<file path="config.mk">
export PLATFORM = sky130hd
export DESIGN_NAME = sort_cmd_driver
export DESIGN_NICKNAME = d
export VERILOG_FILES = /design/src/rtl/sort_cmd_driver.sv
export SDC_FILE = /design/constraint.sdc
export NUM_CORES = 1
export LEC_CHECK = 0
export CAP_MARGIN = 10
export CORE_ASPECT_RATIO = 1.75
export CORE_MARGIN = 5
export CORE_UTILIZATION = 35
export DETAILED_ROUTE_END_ITERATION = 10
export GPL_TIMING_DRIVEN = 0
export HOLD_SLACK_MARGIN = 0.03
export PLACE_DENSITY_LB_ADDON = 0.1
export SLEW_MARGIN = 5
export SYNTH_ARGS = -nofsm -noshare
export SYNTH_HDL_FRONTEND = slang
export SYNTH_SLANG_ARGS = --single-unit
</file>
<file path="constraint.sdc">
create_clock -name clk -period 2.7 [get_ports clk]
set_clock_uncertainty 0.2 [all_clocks]
set_input_delay 0.675 -clock clk [delete_from_list [all_inputs] [get_ports clk]]
set_output_delay 0.675 -clock clk [all_outputs]
set_load 0.01 [all_outputs]
</file>
<file path="src/rtl/sort_cmd_driver.sv">
// ---------------------------------------------------------------------------
// sort_cmd_driver
//
// Host-side command driver for the toggle-command insertion sorter.
// A job arrives as a valid/ready stream of values terminated by s_last. The
// driver clears the sorter, pushes each value, triggers a sort, then pops the
// sorter until it is empty and presents every popped value on a valid/ready
// output stream. It is the only agent driving the sorter command lines.
//
// Commands are toggles: every level change on push/pop/clear/sort is one
// command. After each toggle the driver waits GUARD enabled cycles and then
// for sorter idle before doing anything else, so exactly one command is ever
// in flight.
//
// Handshake semantics (both streams): a beat transfers on an enabled rising
// clock edge where valid && ready are both high. A producer holds valid and
// payload stable until the transfer. s_ready and m_valid are decodes of
// registered state (plus sorter idle for s_ready); neither depends on s_valid
// or m_ready combinationally.
//
// Parameters
//   W      data width, must match the sorter data width
//   GUARD  enabled cycles to wait after a toggle before sampling idle (>= 3)
//
// Ports
//   clk, rstn      clock (rising edge), async active-low reset shared with
//                  the sorter
//   enable         clock enable; low freezes all state and outputs
//   s_valid/s_ready/s_data/s_last   job input stream
//   m_valid/m_ready/m_data/m_last   popped-value output stream; m_last marks
//                  the value after which the sorter reported empty
//   busy           high whenever the FSM is not in IDLE
//   done           one-cycle pulse on the cycle after the final output beat
//                  (or after a job that left nothing to pop)
//   overflow       sticky: a beat was dropped because the sorter was full;
//                  cleared when the next job starts
//   push/pop/clear/sort  toggle commands to the sorter
//   din            push data, stable from the push toggle to the next push
//   dout           sorter pop data, valid once idle after a pop
//   idle/full/empty      sorter status
// ---------------------------------------------------------------------------
module sort_cmd_driver #(
    parameter int W     = 16,
    parameter int GUARD = 3
) (
    input  logic         clk,
    input  logic         rstn,
    input  logic         enable,
    // job input stream
    input  logic         s_valid,
    output logic         s_ready,
    input  logic [W-1:0] s_data,
    input  logic         s_last,
    // result output stream
    output logic         m_valid,
    input  logic         m_ready,
    output logic [W-1:0] m_data,
    output logic         m_last,
    // status
    output logic         busy,
    output logic         done,
    output logic         overflow,
    // sorter command side
    output logic         push,
    output logic         pop,
    output logic         clear,
    output logic         sort,
    output logic [W-1:0] din,
    input  logic [W-1:0] dout,
    input  logic         idle,
    input  logic         full,
    input  logic         empty
);

    localparam int            GW       = $clog2(GUARD + 1);
    localparam logic [GW-1:0] GUARD_LD = GW'(GUARD);

    typedef enum logic [2:0] {
        ST_IDLE    = 3'd0,
        ST_WAIT    = 3'd1,
        ST_LOAD    = 3'd2,
        ST_UNLOAD  = 3'd3,
        ST_CAPTURE = 3'd4,
        ST_PRESENT = 3'd5,
        ST_DRAIN   = 3'd6
    } state_t;

    state_t        state_q, state_d;
    state_t        ret_q, ret_d;       // where WAIT goes once the sorter is idle
    logic [GW-1:0] guard_q, guard_d;
    logic          sort_pend_q, sort_pend_d;  // s_last seen, sort still to issue

    logic          push_d, pop_d, clear_d, sort_d;
    logic [W-1:0]  din_d;
    logic          m_valid_d, m_last_d;
    logic [W-1:0]  m_data_d;
    logic          done_d, overflow_d;

    // Input beats are only taken in LOAD once the last command has settled.
    // Once the final beat is in, no more beats are accepted: the sort must go
    // out first and the job is then owned by the unload phase.
    assign s_ready = (state_q == ST_LOAD) && !sort_pend_q && (guard_q == '0) && idle;
    assign busy    = (state_q != ST_IDLE);

    // -----------------------------------------------------------------------
    // Next-state and next-output logic
    // -----------------------------------------------------------------------
    always_comb begin
        state_d     = state_q;
        ret_d       = ret_q;
        guard_d     = guard_q;
        sort_pend_d = sort_pend_q;
        push_d      = push;
        pop_d       = pop;
        clear_d     = clear;
        sort_d      = sort;
        din_d       = din;
        m_valid_d   = m_valid;
        m_data_d    = m_data;
        m_last_d    = m_last;
        done_d      = 1'b0;
        overflow_d  = overflow;

        case (state_q)
            ST_IDLE: begin
                // The first beat of a job is left pending on the input; it is
                // accepted in LOAD after the sorter has been cleared.
                if (s_valid) begin
                    overflow_d = 1'b0;
                    clear_d    = ~clear;
                    guard_d    = GUARD_LD;
                    ret_d      = ST_LOAD;
                    state_d    = ST_WAIT;
                end
            end

            ST_WAIT: begin
                // The guard covers the sorter's toggle synchroniser, so idle is
                // only trusted after it has had time to drop for this command.
                if (guard_q != '0) begin
                    guard_d = guard_q - GW'(1);
                end else if (idle) begin
                    state_d = ret_q;
                end
            end

            ST_LOAD: begin
                if (sort_pend_q) begin
                    if (idle) begin
                        sort_d      = ~sort;
                        sort_pend_d = 1'b0;
                        guard_d     = GUARD_LD;
                        ret_d       = ST_UNLOAD;
                        state_d     = ST_WAIT;
                    end
                end else if (s_valid && s_ready) begin
                    sort_pend_d = s_last;
                    if (full) begin
                        // No room: drop the beat, remember it, stay in LOAD.
                        overflow_d = 1'b1;
                    end else begin
                        din_d   = s_data;
                        push_d  = ~push;
                        guard_d = GUARD_LD;
                        ret_d   = ST_LOAD;
                        state_d = ST_WAIT;
                    end
                end
            end

            ST_UNLOAD: begin
                if (empty) begin
                    state_d = ST_DRAIN;
                end else begin
                    pop_d   = ~pop;
                    guard_d = GUARD_LD;
                    ret_d   = ST_CAPTURE;
                    state_d = ST_WAIT;
                end
            end

            ST_CAPTURE: begin
                // empty now reflects the sorter after this pop, so it flags
                // the final value of the job.
                m_data_d  = dout;
                m_last_d  = empty;
                m_valid_d = 1'b1;
                state_d   = ST_PRESENT;
            end

            ST_PRESENT: begin
                if (m_ready) begin
                    m_valid_d = 1'b0;
                    m_last_d  = 1'b0;
                    if (m_last) begin
                        done_d  = 1'b1;
                        state_d = ST_IDLE;
                    end else begin
                        state_d = ST_UNLOAD;
                    end
                end
            end

            ST_DRAIN: begin
                // Every beat was dropped: nothing to pop, just finish the job.
                done_d  = 1'b1;
                state_d = ST_IDLE;
            end

            default: begin
                state_d = ST_IDLE;
            end
        endcase
    end

    // -----------------------------------------------------------------------
    // State and output registers. Everything holds while enable is low,
    // including the one-cycle done pulse.
    // -----------------------------------------------------------------------
    always_ff @(posedge clk or negedge rstn) begin
        if (!rstn) begin
            state_q     <= ST_IDLE;
            ret_q       <= ST_IDLE;
            guard_q     <= '0;
            sort_pend_q <= 1'b0;
            push        <= 1'b0;
            pop         <= 1'b0;
            clear       <= 1'b0;
            sort        <= 1'b0;
            din         <= '0;
            m_valid     <= 1'b0;
            m_data      <= '0;
            m_last      <= 1'b0;
            done        <= 1'b0;
            overflow    <= 1'b0;
        end else if (enable) begin
            state_q     <= state_d;
            ret_q       <= ret_d;
            guard_q     <= guard_d;
            sort_pend_q <= sort_pend_d;
            push        <= push_d;
            pop         <= pop_d;
            clear       <= clear_d;
            sort        <= sort_d;
            din         <= din_d;
            m_valid     <= m_valid_d;
            m_data      <= m_data_d;
            m_last      <= m_last_d;
            done        <= done_d;
            overflow    <= overflow_d;
        end
    end

endmodule

</file>
==> impl_metrics.py <==
metrics = {
    "cts": {
        "cts_buffers": 5,
        "cts_setup_buffers": 0,
        "postCtsHoldBufs": 0,
        "htreeDepth": 2,
        "cts_tree": "built",
        "clock-sinks": 49,
        "cts_buffer_depth": 2,
        "clkLatencyLatePin_ns": 0.29,
        "cts_root_buffer": "clkbuf_8",
        "cts.reportedPaths.clkPinSlew_ns": 0.08,
        "ctsResizeCount": 7,
    },
    "critical_path": {
        "cpPeakStageDelay_ns": 0.45,
        "worst-path-buf-inv": 2,
        "worstPathRequired_ns": 1.82,
        "worstSetupPathType": "register to output pin",
        "endpoint_kind": "output pin",
        "r2r-start": "guard_q[0]$_DFFE_PN0P_",
        "crit_family": "buffers and inverters",
        "reg2regPathDepth": 6,
        "r2r_slack_ns": 0.47,
        "crit_cells": 3,
        "crit_arrival_ns": 1.65,
        "worstReg2RegEnd": "guard_q[1]$_DFFE_PN0P_",
        "cp-startpoint": "state_q[0]$_DFFE_PN0P_",
        "start_kind": "register",
        "crit_chain": "clkbuf_4, or3_1, dlygate4sd2_1",
        "cp_max_fo": 10,
        "cpMaxStageDelayCell": "dfrtp_2",
    },
    "synth": {
        "synth_xor_area_share_pct": 1.56,
        "avgSynthCellArea_um2": 13.3,
        "ys_ff_latch": 49,
        "synthAdderAreaFrac_pct": 0.556,
        "ys_seq_area_share_pct": 54.5,
        "synth_fp_nets": 211,
        "postSynthCellCount": 169,
        "synth_area_um2": 2250,
        "yosys_warnings": 0,
        "yosysTopAreaCell": "dfrtp_1",
        "synth-main-ff-cell": "dfrtp_1",
        "synth_area_leaders": "dfrtp_1, mux2_2, mux2_4",
        "synth-compound-area-share_pct": 7.95,
        "netlist-cell-type-count": 47,
        "synth-edff-count": 0,
        "yosys.area.top_type_share_pct": 54.5,
        "async_flop_share_pct": 100,
        "synth_top_family_by_area": "multiplexers",
        "synthMuxAreaShare_pct": 20.1,
        "post_synth_and_or_nand_nor_area_fraction_pct": 12.3,
    },
    "placed_design": {
        "dpl.cell_count": 332,
        "place_congestion": 0.820,
        "place_ws_ns": -0.271,
        "hpwl_mm": 4.19,
        "port_buffers": 82,
    },
    "finish": {
        "fillers": 588,
        "syn2layout_area_growth_pct": 46.1,
        "finalNetCount": 301,
        "diodes": 0,
        "drive_above_1_share_pct": 18.5,
        "fin_cells": 340,
    },
    "timing": {
        "period_share_pct": 93.5,
        "period_needed_ns": 2.53,
        "fin_hold_ws_ns": 0.206,
        "finalMaxSlewViolations": 0,
        "clock.fmax_mhz": 396,
        "worstMarginPinSlew_ns": 0.657,
        "rsz0062_at_grt": "no",
        "postLayoutSetupSlackWorst_ns": 0.175,
        "relSlewSlack_pct": 56.2,
        "hold_violations": 0,
        "setup_viol": 0,
    },
    "detailed_routing": {
        "avgViaCountPerCell": 4.79,
        "drtIter0Drc": 64,
        "first_pass_iters": 4,
        "top_layer": "met4",
        "wl_met3_um": 381,
        "wire_per_inst_um": 15.7,
        "ant_nets": 0,
        "drc_errors": 0,
        "dr_wl_met2_mm": 2.84,
        "m1WireLength_mm": 1.95,
        "routed_wl_mm": 5.34,
        "vias": 1628,
    },
    "global_routing": {
        "grt_util_all_layers_pct": 13.7,
        "grt_pass1_wl_mm": 8.83,
        "antenna_found_initial": 0,
        "grt_pass1_vias": 1841,
        "grt_max_degree": 29,
        "overflow": 0,
    },
    "floorplan": {
        "die_h_um": 116,
        "pin_count": 83,
        "die_area_um2": 8190,
        "die_x_um": 70.6,
        "rows": 38,
        "fp.coreArea_um2": 6230,
        "initial_core_util_pct": 36.1,
    },
    "worst_hold_path": {
        "min_path_type": "input pin to async pin",
    },
    "power_and_ir_drop": {
        "power_density_nw_per_um2": 805,
        "vdd_ir_drop_max_mv": 0.383,
        "p_leak_nw": 1.45,
    },
    "outcome": {
        "status": "completed",
    },
    "job": {
        "cap_violations": 0,
    },
}
-- layout make-up --
class	instances	area [um2]	area share, %
well taps	80	100	3.05
clock buffers	7	76.3	2.32
repair buffers	83	845	25.7
clock inverters	1	7.51	0.228
plain buffers	6	47.5	1.45
inverters	6	22.5	0.685
multi-input cells	108	960	29.2
flip-flops and latches	49	1230	37.4
-- cells in the final DEF (no fill, tap or decap), types with 3 or more instances in the layout --
cell type        Yosys  layout
mux2_1              12      12
mux2_4              10      10
dfrtp_1             49      48
nand2b_1             3       3
nor2_1               7       7
clkbuf_8             0       5
buf_2                2       3
inv_1                6       6
clkdlybuf4s50_1      0      78
o21ai_0             10      10
a21oi_1              3       3
nand2_1              8       8
xor2_1               3       3
nor2b_1              3       3
mux2_2              14      14
-- report_power, final --
group | total, W | internal (W) | switching (W) | leakage, nW
clock | 0.000415 | 0.000184 | 0.000231 | 0.0385
combinational | 0.00114 | 0.000655 | 0.000487 | 0.789
sequential | 0.00109 | 0.000954 | 0.000135 | 0.624
-- state kept, by name, summed over array words and instances, names as in the netlist --
signal,cells
state_q,3
din,16
sort,1
ret_q,3
m_valid,1
clear,1
push,1
done,1
pop,1
guard_q,2
overflow,1
sort_pend_q,1
m_last,1
m_data,16
-- worst register-to-register path: cells and delay by family, from the launching register on --
family / cells / cell delay (ns)
AO/OA/AOI/OAI: 2 / 0.78
flip-flops: 1 / 0.37
multiplexers: 1 / 0.32
adder cells (fa/ha/maj): 1 / 0.22
AND/OR/NAND/NOR: 1 / 0.19
buffers and inverters: 1 / 0.05
-- routing by layer --
| metal | global-route usage (%) | vias up |
|---|---|---|
| li1 | - | 778 |
| met1 | 14.1 | 779 |
| met2 | 24.8 | 60 |
| met4 | 6.40 | 0 |
| met3 | 4.77 | 11 |
| met5 | 0 | - |
-- Yosys cell counts, types with 2 or more instances --
cell,n
a21oi_1,3
nand2b_1,3
nor2b_1,3
nor2_1,7
xor2_1,3
mux2_2,14
buf_2,2
dfrtp_1,49
mux2_4,10
inv_1,6
buf_6,2
or3_1,2
o21ai_0,10
mux2_1,12
o211ai_1,2
nand2_1,8
nor3_1,2
a31oi_1,2
-- worst max-delay path by stage --
stage | to
floorplan | guard_q[0]$_DFFE_PN0P_
global placement | din[10]$_DFFE_PN0P_
detailed placement | s_ready
CTS | s_ready
global route | busy
finish | busy
-- stage by stage --
stage / setup TNS (ns) / total power [W] / utilization [%] / cell area, um2
global route: 0 / 0.00284 / 52.8 / 3290
finish: 0 / 0.00265 / 52.8 / 3290
floorplan: 0 / 0.00168 / - / 2250
CTS: 0 / 0.00269 / 52.7 / 3280
detailed placement: -1.78 / 0.00227 / 51.3 / 3190
global placement: -39.12 / 0.00225 / 50.9 / 3170
-- kinds of logic (layout without fill, tap and decap cells) --
| group | after synthesis | in the layout |
|---|---|---|
| flip-flops | 49 | 49 |
| adder cells (fa/ha/maj) | 1 | 1 |
| AO/OA/AOI/OAI | 26 | 26 |
| AND/OR/NAND/NOR | 40 | 40 |
| multiplexers | 37 | 37 |
| buffers and inverters | 12 | 103 |
| XOR/XNOR | 4 | 4 |
No activity file was read; power rests on OpenSTA's default activity.
==> RTL change, RTL diff (same flow settings) <==
`GUARD`: 3 -> 6. Comments in the files are not updated.
--- a/src/rtl/sort_cmd_driver.sv
+++ b/src/rtl/sort_cmd_driver.sv
@@ -41,7 +41,7 @@
 // ---------------------------------------------------------------------------
 module sort_cmd_driver #(
     parameter int W     = 16,
-    parameter int GUARD = 3
+    parameter int GUARD = 6
 ) (
     input  logic         clk,
     input  logic         rstn,
Function: changed (Yosys sat finds a counterexample within 10 cycles, from zero or initial values and one cycle with rstn low).
==> RTL change against the unedited design <==
  * Wire length rose by 2.1%
  * Final cell count increased by 5.6%
  * Power decreased by 1.2%
  * Global-route usage is 0.22 points lower
  * Synthesized cell count grew 7.7%
  * Worst setup slack worse by 0.13 ns
  * Area after synthesis shrank 0.95%
  * Design area up 1.2%
  * Count of clock-buffer cells in the layout decreased by 2
  * Sequential cell count up 1
==> RTL change: results (changes against the unedited design) <==
* Largest net degree at the start of global routing at 36 (+24%)
* Syn_nets at 225 (+6.6%)
* Mux cell area share after synthesis at 18.02% (-2.1 points)
* RePlAce Congestion at 0.8629 (+5.2%)
* Fill cell count at 561 (-4.6%)
* Ranking of synthesized cells by area: dfrtp_1 56%, mux2_2 17%, nand2_1 2.7%
* Status: finished, final reports clean
* Cell variety after synth at 41 (-13%)
* Starting DRT DRC Count at 90 (+41%)
* Placed cells at 345 (+3.9%)
* Synth Area in Adders at 1.123% (+0.57 points)
* Delay of the slowest cell on the worst path at 0.49 ns (+0.04 ns)
* All-Layer GR Usage at 13.51% (-0.22 points)
* Setup Buffers After CTS at 4 (+4)
* CP arrival at 1.78 ns (+0.13 ns)
* Placed Area at 3164 um^2 (-0.90%)
* Sequential cell area at 1252 um^2 (+2.0%)
* First-pass GRT wire length at 8811 um (-0.24%)
* Post-Synth XOR/XNOR Area at 1.572% (+0.015 points)
* Slowest cell on crit path: clkdlybuf4s50_1
* Non-filler instance count after layout at 359 (+5.6%)
* Max-slew headroom at 60.72% (+4.5 points)
* Post-CTS sizing at 6 (-1)
* VDD IR max at 438.0 uV (+14%)
* Drt wl/cell at 15.17 um (-3.3%)
* Sequential area share after synthesis at 56.15% (+1.6 points)
* Number of global-route vias before repair at 1,847 (+0.33%)
* Lkg Pwr at 1.462 nW (+0.73%)
* Setup WS pre-CTS at -0.5236 ns (-0.2525 ns)
* Max FO, Critical Path at 3 (-7)
* Syn Area/Cell at 12.24 um^2 (-8.0%)
* Final HPWL DP at 4115 um (-1.9%)
==> RTL change: changes by cell type after synthesis, moves of 3 or more <==
cell | before | now
mux2_2 | 14 | 33
mux2_1 | 12 | 0
mux2_4 | 10 | 2
nand2_1 | 8 | 16
nand3_1 | 1 | 6
a21oi_1 | 3 | 6
==> RTL change: routing by layer <==
| metal | vias up | share of wire (%) | wire length (um) | GRT usage, % |
|---|---|---|---|---|
| met5 | - | 0 | 0 | 0 |
| met4 | 0 | 1.0 | 55 | 4.220 |
| met3 | 4 | 6.8 | 369 | 4.253 |
| met2 | 54 | 53 | 2881 | 24.28 |
| met1 | 841 | 39 | 2140 | 15.12 |
| li1 | 835 | - | - | - |
==> RTL change: cell families after synthesis <==
family / count (synthesis)
DFF: 50
buffers and inverters: 14
adders and majority gates: 2
xor gates and xnor gates: 4
AOI/OAI and AO/OA: 30
and+or+nand+nor: 47
muxes: 35
==> RTL change: power by group <==
group	leakage, nW	internal [W]	switching [W]
registers	0.639	0.000960	0.000130
clock network	0.0438	0.000175	0.000235
logic	0.779	0.000633	0.000480
==> RTL change: path summary, 6_finish.rpt <==
check	startpoint	endpoint	slack, ns	cells past startpoint
worst max-delay path	idle	s_ready	0.05	5
worst min-delay path	rstn	guard_q[0]	0.09	1
worst max register to register	guard_q[0]	guard_q[1]	0.29	8
worst min register to register	clear	clear	0.27	1
max in group asynchronous	rstn	state_q[1]	1.69	2
min in group clk	clear	clear	0.27	1
==> RTL change: layout make-up <==
cell class | count | share of cell area [%]
inverter | 7 | 0.8653
timing repair buffer | 90 | 26.67
clock inverter | 2 | 0.3010
multi-input combinational | 118 | 28.22
clock buffer | 5 | 2.069
tap | 80 | 3.010
buffer | 7 | 1.204
sequential | 50 | 37.66
